## src/rtl/scr_base_l3_bk_tp_rpl_q.sv

```systemverilog
// L3 bank tag pipe replay queue: in-order FIFO of D3 retries re-offered to the D0 arbiter.
// Optional head backoff timer enabled by defining SCR_L3_BK_TP_RPL_BACKOFF_EN.
module scr_base_l3_bk_tp_rpl_q #(
  parameter int DEPTH = 4,
  parameter int REQ_W = 64
`ifdef SCR_L3_BK_TP_RPL_BACKOFF_EN
  , parameter int BACKOFF = 8
`endif
) (
  input  logic                       rst_n,
  input  logic                       clk,
  input  logic                       d3_rpl_vld,
  input  logic [REQ_W-1:0]           d3_rpl_req,
  output logic                       rpl_full,
  output logic                       d0_rpl_vld,
  output logic [REQ_W-1:0]           d0_rpl_req,
  input  logic                       d0_rpl_rdy,
  input  logic                       rpl_flush,
  output logic [$clog2(DEPTH+1)-1:0] rpl_cnt,
  output logic                       rpl_ovf_err
);

  localparam int AW = $clog2(DEPTH);
  localparam int CW = $clog2(DEPTH+1);

  logic [REQ_W-1:0] mem [DEPTH];
  logic [AW-1:0]    wr_ptr;
  logic [AW-1:0]    rd_ptr;
  logic [CW-1:0]    cnt;
  logic [CW-1:0]    cnt_nxt;
  logic             pop;
  logic             push;
  logic             room;
  logic             wr_en;
  logic             head_rdy;

  assign pop   = d0_rpl_vld & d0_rpl_rdy;
  assign push  = d3_rpl_vld & ~rpl_flush;
  // A full queue still takes a push when the head leaves in the same cycle.
  assign room  = (cnt != CW'(DEPTH)) | pop;
  assign wr_en = push & room;

  // NOTE: every variable assigned in always_comb gets a default first, so no latch is inferred.
  always_comb begin
    cnt_nxt = cnt;
    if (rpl_flush)          cnt_nxt = '0;
    else if (wr_en && !pop) cnt_nxt = cnt + CW'(1);
    else if (pop && !wr_en) cnt_nxt = cnt - CW'(1);
  end

  // NOTE: sequential state uses non-blocking assignments only.
  always_ff @(posedge clk or negedge rst_n) begin
    if (!rst_n) begin
      wr_ptr      <= '0;
      rd_ptr      <= '0;
      cnt         <= '0;
      rpl_full    <= 1'b0;
      rpl_ovf_err <= 1'b0;
    end else begin
      cnt      <= cnt_nxt;
      rpl_full <= (cnt_nxt == CW'(DEPTH));
      if (push && !room) rpl_ovf_err <= 1'b1;
      if (rpl_flush) begin
        wr_ptr <= '0;
        rd_ptr <= '0;
      end else begin
        if (wr_en) wr_ptr <= wr_ptr + AW'(1);
        if (pop)   rd_ptr <= rd_ptr + AW'(1);
      end
    end
  end

  // NOTE: the payload array is reset because the head payload must read zero out of reset.
  always_ff @(posedge clk or negedge rst_n) begin
    if (!rst_n) begin
      for (int i = 0; i < DEPTH; i++) mem[i] <= '0;
    end else if (wr_en) begin
      mem[wr_ptr] <= d3_rpl_req;
    end
  end

`ifdef SCR_L3_BK_TP_RPL_BACKOFF_EN
  logic [7:0] timer;
  logic [7:0] timer_nxt;

  // Reload on a new head: first write into an empty queue, or a pop that leaves entries.
  always_comb begin
    timer_nxt = (timer == 8'd0) ? 8'd0 : timer - 8'd1;
    if ((wr_en && cnt == '0) || (pop && cnt_nxt != '0)) timer_nxt = 8'(BACKOFF);
    if (rpl_flush) timer_nxt = 8'd0;
  end

  always_ff @(posedge clk or negedge rst_n) begin
    if (!rst_n) timer <= 8'd0;
    else        timer <= timer_nxt;
  end

  assign head_rdy = (timer == 8'd0);
`else
  assign head_rdy = 1'b1;
`endif

  assign d0_rpl_vld = (cnt != '0) & head_rdy;
  assign d0_rpl_req = mem[rd_ptr];
  assign rpl_cnt    = cnt;

endmodule
```

## config.mk

```make
export PLATFORM = sky130hd
export DESIGN_NAME = scr_base_l3_bk_tp_rpl_q
export DESIGN_NICKNAME = d
export VERILOG_FILES = /design/src/rtl/scr_base_l3_bk_tp_rpl_q.sv
export SDC_FILE = /design/constraint.sdc
export NUM_CORES = 1
export LEC_CHECK = 0
export ABC_AREA = 1
export CAP_MARGIN = 20
export CORE_MARGIN = 5
export CORE_UTILIZATION = 52
export CTS_BUF_LIST = sky130_fd_sc_hd__clkbuf_16
export DETAILED_ROUTE_END_ITERATION = 6
export GPL_TIMING_DRIVEN = 1
export PLACE_DENSITY = 0.74
export RECOVER_POWER = 25
export SYNTH_ARGS = -nofsm -noshare
export SYNTH_HDL_FRONTEND = slang
export SYNTH_SLANG_ARGS = --single-unit
```

## constraint.sdc

```tcl
create_clock -name clk -period 1.7 [get_ports clk]
set_input_delay 0.34 -clock clk [delete_from_list [all_inputs] [get_ports clk]]
set_output_delay 0.34 -clock clk [all_outputs]
set_load 0.05 [all_outputs]
```

# [Word level (Yosys, flattened, before mapping)]
# Cells that the tools add are included.
[totals] regBits=265 in_bits=69 elab_cells=48 out_inout_bits=70
[op_classes] reduce_logical=10 add_sub_neg=4 bitwise=7 n_eq_ne=2 n_mux=13 magnitude_cmp=3
[op_table] cell="bitwise mux 256 bit" n=1
[op_table] cell="2-to-1 mux 64 bit" n=3
[op_table] cell="binary-select mux 64 bit (select 2 bit)" n=1
[op_table] cell="demux 64 bit (select 2 bit)" n=1
[op_table] cell="2-to-1 mux 3 bit" n=3
[op_table] cell="2-to-1 mux 2 bit" n=4
[op_table] cell=">= comparator 3 bit (second input constant)" n=2
[op_table] cell="inverter 2 -> 3 bit" n=2
[op_table] cell="adder 2 x 1 -> 2 bit (second input constant)" n=2
[op_table] cell="logical AND 1 bit" n=4
[op_table] cell="nonzero test 2 bit" n=2
[op_table] cell="adder 3 x 1 -> 3 bit (second input constant)" n=1
[op_table] cell="bitwise AND 1 bit" n=3
[op_table] cell="equality test 3 bit (second input constant)" n=1
[op_table] cell="logical NOT 1 bit" n=3
[op_table] cell="less-than comparator 3 x 1 -> 1 bit (second input constant)" n=1
[op_table] cell="!= test 3 bit (second input constant)" n=1
[op_table] cell="nonzero test 3 bit" n=1
[op_table] cell="subtractor 3 x 1 -> 3 bit (second input constant)" n=1
[op_table] cell="inverter 1 bit" n=1
[op_table] cell="OR 1 bit" n=1

# [Longest topological paths before layout]
# Gate-level depths: netlist of run 1.
[depth] ltp_word=10 depth_mapped=10

# [Worst setup path before layout of run 1]
# No wires, ideal clock.
[synth_timing] path_type="reg-to-reg" startpoint="register cnt[0], in the netlist rpl_cnt[0]" endpoint="register rpl_full" t_required_ps=1583 slack_ps=-512 arrival_ps=2095 stages_incl_launch_ff=11 n_path_buf=0 cell_sequence="dfrtp_1 > inv_1 > ha_1 > nand2_1 > nand2_1 > nand3_1 > nand2_1 > nand2_1 > nand3_1 > nand2_1 > nor2_1"
[synth_between] elab_chain_len=10 elab_cells_between_ends=15 cone_classes="2 x add/sub; 2 x eq/ne; 3 x mux; 3 x bitwise; 5 x reduce/logical"
[synth_rtl] item="from (decl)" line_no="29" text="logic [CW-1:0] cnt;"
[synth_rtl] item="from (signal assigned)" line_no="60" text="cnt <= cnt_nxt;"
[synth_rtl] item="nonzero test 3 bit *" line_no="103" text="assign d0_rpl_vld = (cnt != '0) & head_rdy;"
[synth_rtl] item="named net d0_rpl_vld" line_no="15" text="output logic d0_rpl_vld,"
[synth_rtl] item="bitwise AND 1 bit *" line_no="37" text="assign pop = d0_rpl_vld & d0_rpl_rdy;"
[synth_rtl] item="OR 1 bit" line_no="40" text="assign room = (cnt != CW'(DEPTH)) | pop;"
[synth_rtl] item="bitwise AND 1 bit" line_no="41" text="assign wr_en = push & room;"
[synth_rtl] item="logical NOT 1 bit" line_no="48" text="else if (pop && !wr_en) cnt_nxt = cnt - CW'(1);"
[synth_rtl] item="logical AND 1 bit" line_no="48"
[synth_rtl] item="2-to-1 mux 3 bit" line_no="48"
[synth_rtl] item="2-to-1 mux 3 bit *" line_no="47" text="else if (wr_en && !pop) cnt_nxt = cnt + CW'(1);"
[synth_rtl] item="2-to-1 mux 3 bit *" line_no="46" text="if (rpl_flush) cnt_nxt = '0;"
[synth_rtl] item="equality test 3 bit *" line_no="61" text="rpl_full <= (cnt_nxt == CW'(DEPTH));"
[synth_rtl] item="to (signal assigned)" line_no="61"
[synth_rtl] item="to (decl)" line_no="14" text="output logic rpl_full,"
# Mark *: on every way through the listed nets, which the timed path passes. The rest lies on a longest branch.
# A chain may end at the register's enable or synchronous reset.

# [Final worst setup path of run 1]
[layout_timing] startpoint="register rd_ptr[0]" endpoint="output d0_rpl_req[59]"
[layout_between] elab_chain_len=4
[layout_rtl] item="from (decl)" line_no="28" text="logic [AW-1:0] rd_ptr;"
[layout_rtl] item="from (signal assigned)" line_no="68" text="if (pop) rd_ptr <= rd_ptr + AW'(1);"
[layout_rtl] item="inverter 2 -> 3 bit (implied by the code)" line_no="104" text="assign d0_rpl_req = mem[rd_ptr];"
[layout_rtl] item="binary-select mux 64 bit (select 2 bit)" line_no="104"
[layout_rtl] item="2-to-1 mux 64 bit (implied by the code) (2 in a row)" line_no="104"
[layout_rtl] item="to (decl)" line_no="16" text="output logic [REQ_W-1:0] d0_rpl_req,"
# Every way passes these cells. The select of a mux whose other input is x is not followed.

==> results of run 1 <==
-- metal layers --
metal | wire length (um) | track usage (%) | vias to the layer above
met5 | 0 | 0 | -
met4 | 1205 | 4.411 | 0
met3 | 2509 | 3.526 | 91
met2 | 21350 | 37.95 | 383
met1 | 16470 | 32.10 | 4935
li1 | - | - | 3952
-- cell usage after synthesis --
cell type / n / area [um^2]
dfrtp_1: 265 / 6631
buf_4: 1 / 7.510
nand2_1: 18 / 67.56
nor2_8: 5 / 100.1
o21ai_0: 131 / 655.6
o22ai_1: 64 / 400.4
nand3_1: 8 / 40.04
nor2_1: 130 / 488.0
buf_12: 24 / 480.5
o21bai_1: 1 / 7.510
ha_1: 7 / 87.58
buf_2: 7 / 35.03
nand2_8: 1 / 20.02
nand3_4: 1 / 17.52
inv_1: 18 / 67.56
xnor2_1: 2 / 17.52
mux2_4: 240 / 3603
nand4_1: 1 / 6.260
a21oi_1: 2 / 10.01
clkbuf_1: 34 / 127.6
inv_2: 2 / 7.510
mux2_2: 16 / 180.2
-- what timing repair did --
item	CTS	global route
setup endpoints to repair	79	271
hold buffers	1	0
hold endpoints to repair	36	0
pin swaps	8	19
gates resized for setup	91	240
cloned	7	36
buffers inserted	5	26
-- cell type report --
| cell class | instances | share of cell area (%) |
|---|---|---|
| multi-input cells | 627 | 37.09 |
| flip-flops and latches | 265 | 34.08 |
| repair buffers | 277 | 21.16 |
| clock buffers | 31 | 3.981 |
| well taps | 330 | 2.119 |
| clock inverters | 25 | 1.124 |
| inverters | 20 | 0.4495 |
-- sequential cells by signal (all words and copies together) (netlist names) --
register and count:
mem 256, rd_ptr 2, rpl_cnt 3, rpl_full 1
rpl_ovf_err 1, wr_ptr 2
-- worst paths after layout --
check | end | slack [ns] | cells after the start
setup / recovery | d0_rpl_req[59] | -0.68 | 6
hold / removal | rpl_ovf_err$_DFFE_PN0P_ | 0.48 | 1
setup reg to reg | mem[135]$_DFFE_PN0P_ | -0.19 | 9
hold reg to reg | rpl_ovf_err$_DFFE_PN0P_ | 0.48 | 1
max in group asynchronous | mem[83]$_DFFE_PN0P_ | 0.08 | 4
min in group asynchronous | mem[238]$_DFFE_PN0P_ | 0.61 | 2
-- power groups by stage --
stage | logic [mW] | clock network [mW] | registers (mW)
after global placement | 13.2 | 0 | 10.2
final | 15.3 | 6.59 | 10.8
after detailed placement | 13.5 | 0 | 10.2
after CTS | 14.1 | 6.61 | 10.3
after floorplan | 9.37 | 0 | 9.90
after global routing | 15.9 | 6.92 | 11.0
-- stage by stage --
stage / power [mW] / instance area [um^2] / cells
3_5_place_dp: 23.74 / 16400 / 1450
4_1_cts: 31.01 / 17860 / 1519
5_1_grt: 33.79 / 19490 / 1575
6_report: 32.63 / 19490 / 1575
2_1_floorplan: 19.27 / 14050 / 978
3_3_place_gp: 23.41 / 16400 / 1450
-- critical path, delay by kind of cell (launching register included) --
family                 cells  cell delay, ns
buffers and inverters      4            0.65
AOI/OAI and AO/OA          2            0.30
DFF                        1            0.54
-- cells by family after synthesis --
kind of cell    share of synthesized area (%)
flops                                   50.78
mux                                     28.97
compound gates                          8.221
simple gates                            5.663
buf+inv                                 5.557
fa+ha+maj                              0.6707
xor+xnor                               0.1342
==> results.yml, run 1 <==
place:
  post-place-ws_ns: -0.3778
  port_buffers: 138
  dp_hpwl_um: 19450
  routabilityCongestion: 0.8179
clock_network:
  clock_path_buffers: 3
  clkTransAtPathRegs_ns: 0.06
  cts.sinks: 265
  clkLatencyLatePin_ns: 0.55
  htree_levels: 1
  cts_buffers: 30
  clockRootBuffer: "clkbuf_16"
  tritoncts: "yes"
pwr:
  p_seq_share_pct: 33.0
  p_comb_share_pct: 46.8
  p_per_area_nw_per_um2: 1675
  switchingPower_mw: 11.89
  peakVddDrop_mv: 1.330
  swShare_pct: 36.45
  power_leakage_nw: 8.552
  clkPwrFrac_pct: 20.2
  p_int_mw: 20.74
worst_setup_path:
  cp.arrival_ns: 2.04
  critPathKind: "reg2out"
  r2r-start: "rpl_cnt[0]$_DFF_PN0_"
  slowest_stage: "dfrtp_4"
  path_cells: "buf_8 > buf_16 > o21ai_0 > buf_4 > o22ai_4 > buf_12"
  crit_path_end_kind: "output port"
  crit_start: "rd_ptr[0]$_DFFE_PN0P_"
  critPathLaunchType: "flip-flop"
  max_stage_delay_ns: 0.54
  cp_max_fo: 8
  crit_required_ns: 1.36
run_status:
  violations: "negative setup slack"
  status: "finished, violations left"
floorplanning:
  die_area_um2: 28380
  rows: 58
  die_x_um: 168.5
  ios: 139
  start_util_pct: 52.31
  core_um2: 24960
  die_y_um: 168.5
routing:
  vias: 9361
  drt_iter0_drc: 658
  drc: 0
  drt-vias-per-instance: 5.943
  antenna_left: 0
  firstDrtPassIters: 5
  routed_wirelength_um: 41530
  wl_per_cell_um: 26.37
cells_and_area:
  drive_above_1_share_pct: 58.96
  area_delta_synth_final_pct: 49.22
  seqCellArea_um2: 6640
  antennaDiodeCount: 0
  layout_common_cells: "dfrtp_1 (260), mux2_4 (254), buf_12 (79)"
  multiInputGateArea_um2: 7228
  fillers: 1350
  final_common_cell: "dfrtp_1"
  fin_util_pct: 78.06
  nets: 1297
timing:
  slew_viol_final: 0
  fin_crit_ns: 2.380
  hold_violations: 0
  setup_viol: 265
  finClkSkew_ns: 0.008155
  fmax_mhz: 420.3
  worstMarginPinSlew_ns: 1.276
  rsz0062_at_grt: "true"
  tns_ns: -60.74
  relSlewSlack_pct: 14.90
  whs_ns: 0.4780
  setup_ws_ns: -0.6795
  period_share_pct: 140.0
global_route:
  grt_start_max_net_pins: 61
  grt_pass1_vias: 9377
  grt_use_total_pct: 22.77
  grt_pass1_wl_um: 52760
  grt_antenna_before_repair: 0
  grt_overflow_total: 0
synth:
  yosysSeqAreaShare_pct: 50.78
  yosys_warnings: 0
  syn-num-nets: 1054
  mappedNetlistArea_um2: 13060
  synth_cell_types: 22
  syn_inst: 978
  syn_avg_cell_area_um2: 13.35
  ys_ff_latch: 265
min_path:
  hp-start: "rpl_ovf_err$_DFFE_PN0P_"
  holdCritPathClass: "reg2reg"
flow_run:
  drv_cap: 0
(Power assumes the default switching activity.)
==> run 2: changes to the inputs <==
- CTS_CLUSTER_SIZE: not set -> 40
==> run 2 against run 1 <==
Against the previous run: the flow still finishes with violations (negative setup slack); sequential cell count stayed put; die area stayed put; combinational power hardly changed; register-to-register slack better by 0.03 ns.
==> results.yml, run 2 (synthesis gave the netlist of run 1 again) <==
timing:
  setup_viol: 279
  hold_violations: 0
  whs_ns: 0.5119
  worstMarginPinSlew_ns: 1.275
  fin_crit_ns: 2.389
  fmax_mhz: 418.6
  setup_ws_ns: -0.6888
  relSlewSlack_pct: 15.01
  rsz0062_at_grt: "true"
  slew_viol_final: 0
  finClkSkew_ns: 0.01370
  period_share_pct: 140.5
global_route:
  grt_pass1_wl_um: 53480
  grt_util_met1_pct: 31.68
  busiest_layer: "met2"
  grt_start_max_net_pins: 61
  grt_util_met2_pct: 38.94
  grt_use_total_pct: 23.15
  grt_antenna_before_repair: 0
  grt_pass1_vias: 9499
  grt_overflow_total: 0
  met3_usage_pct: 4.040
clock_network:
  clkTransAtPathRegs_ns: 0.06
  clockRootBuffer: "clkbuf_16"
  cts_buffers: 30
  cts.sinks: 265
  htree_levels: 1
  clock_path_buffers: 3
  tritoncts: "yes"
  clkLatencyLatePin_ns: 0.55
floorplanning:
  die_area_um2: 28380
  die_x_um: 168.5
  rows: 58
  die_y_um: 168.5
  core_um2: 24960
  ios: 139
  start_util_pct: 52.31
worst_setup_path:
  cp.arrival_ns: 2.05
  critPathLaunchType: "flip-flop"
  crit_start: "rd_ptr[0]$_DFFE_PN0P_"
  path_buf_inv: 4
  cp_max_fo: 8
  r2r_slack_ns: -0.16
  max_stage_delay_ns: 0.50
  r2r.worst_path.cells: 9
  crit_required_ns: 1.36
  crit_path_frequent_cell: "buf_12"
  crit_path_end_kind: "output port"
  slowest_stage: "dfrtp_4"
  worstReg2RegEnd: "mem[14]$_DFFE_PN0P_"
  cp_num_cells: 6
  r2r-start: "rpl_cnt[0]$_DFF_PN0_"
  critPathKind: "reg2out"
  crit_family: "buffers and inverters"
  critical_path.endpoint: "d0_rpl_req[14]"
  path_cells: "clkinv_8 > buf_12 > buf_16 > nor2_2 > o22ai_4 > buf_12"
place:
  port_buffers: 138
  routabilityCongestion: 0.8179
  dp_hpwl_um: 19450
  post-place-ws_ns: -0.3778
cells_and_area:
  regMostFlops: "mem"
  seqCellArea_um2: 6640
  fillers: 1295
  layout_common_cells: "dfrtp_1 (260), mux2_4 (255), buf_12 (78)"
  fin_util_pct: 78.98
  area_delta_synth_final_pct: 50.99
  multiInputGateArea_um2: 7428
  antennaDiodeCount: 0
  drive_above_1_share_pct: 59.41
  nets: 1301
  largest_reg_flops: 256
  final_common_cell: "dfrtp_1"
routing:
  drt-vias-per-instance: 5.938
  vias: 9376
  firstDrtPassIters: 5
  wl_per_cell_um: 27.38
  antenna_left: 0
  routed_wirelength_um: 43230
  drt_iter0_drc: 830
  drc: 0
run_status:
  violations: "negative setup slack"
  status: "finished, violations left"
pwr:
  peakVddDrop_mv: 1.360
  fin_total_pwr_mw: 33.22
  p_per_area_nw_per_um2: 1685
  power_leakage_nw: 8.607
min_path:
  holdCritPathClass: "reg2reg"
flow_run:
  drv_cap: 0
==> run 2: cell count changes in the layout (fill, tap and decap cells not counted), moves of 2 or more <==
cell / before / now
buf_16: 12 / 14
buf_4: 41 / 45
nor2_1: 74 / 65
nor2_4: 15 / 26
o21ai_0: 11 / 8
o21ai_1: 38 / 47
o21ai_2: 78 / 54
o21ai_4: 4 / 22
==> run 2: worst register-to-register path, cell delays in order, from the launching register on <==
cell	delay (ns)
dfrtp_2	0.37
inv_2	0.05
ha_4	0.17
nand3_4	0.09
nand2_8	0.12
buf_12	0.16
nor2_8	0.11
buf_12	0.16
clkbuf_16	0.19
mux2_4	0.32
==> run 2: layout make-up <==
class | count | area share (%)
clock buffers | 31 | 3.934
clock inverters | 25 | 1.110
inverters | 20 | 0.4569
multi-input cells | 628 | 37.67
flip-flops and latches | 265 | 33.68
well taps | 330 | 2.094
repair buffers | 280 | 21.05
==> run 2: worst min path at each step <==
| stage | to | slack, ns | start | cells past startpoint |
|---|---|---|---|---|
| finish | mem[173]$_DFFE_PN0P_ | 0.51 | mem[173]$_DFFE_PN0P_ | 1 |
| floorplan | mem[0]$_DFFE_PN0P_ | 0.04 | rst_n | 0 |
| global route | mem[168]$_DFFE_PN0P_ | 0.51 | d3_rpl_req[40] | 2 |
| detailed placement | mem[238]$_DFFE_PN0P_ | 0.27 | rst_n | 1 |
| CTS | mem[179]$_DFFE_PN0P_ | 0.29 | rst_n | 2 |
| global placement | mem[174]$_DFFE_PN0P_ | 0.27 | rst_n | 1 |
==> run 2: what timing repair did <==
action / CTS / global route
hold buffers: 1 / 0
buffers inserted: 5 / 30
gates resized for setup: 85 / 289
cloned: 9 / 34
endpoints found under the hold margin: 36 / 0
pin swaps: 8 / 27
endpoints found under the setup margin: 80 / 283
==> run 2: report_power, final <==
| part | switching, mW | internal [mW] |
|---|---|---|
| sequential | 2.14 | 8.79 |
| combinational | 7.42 | 8.18 |
| clock | 2.78 | 3.89 |
| total | 12.3 | 20.9 |
==> run 2: metal layers <==
metal / wire [um] / up-vias
met5: 0 / -
met2: 21980 / 380
met1: 17270 / 4916
li1: - / 3966
met3: 2301 / 114
met4: 1684 / 0
==> run 2: per-stage QoR <==
stage / instance area, um^2 / TNS, ns / std cells
floorplan: 14050 / -43.84 / 978
global placement: 16400 / -86.58 / 1450
finish: 19720 / -52.66 / 1579
detailed placement: 16400 / -90.04 / 1450
global route: 19720 / -72.86 / 1579
CTS: 17900 / -45.25 / 1521
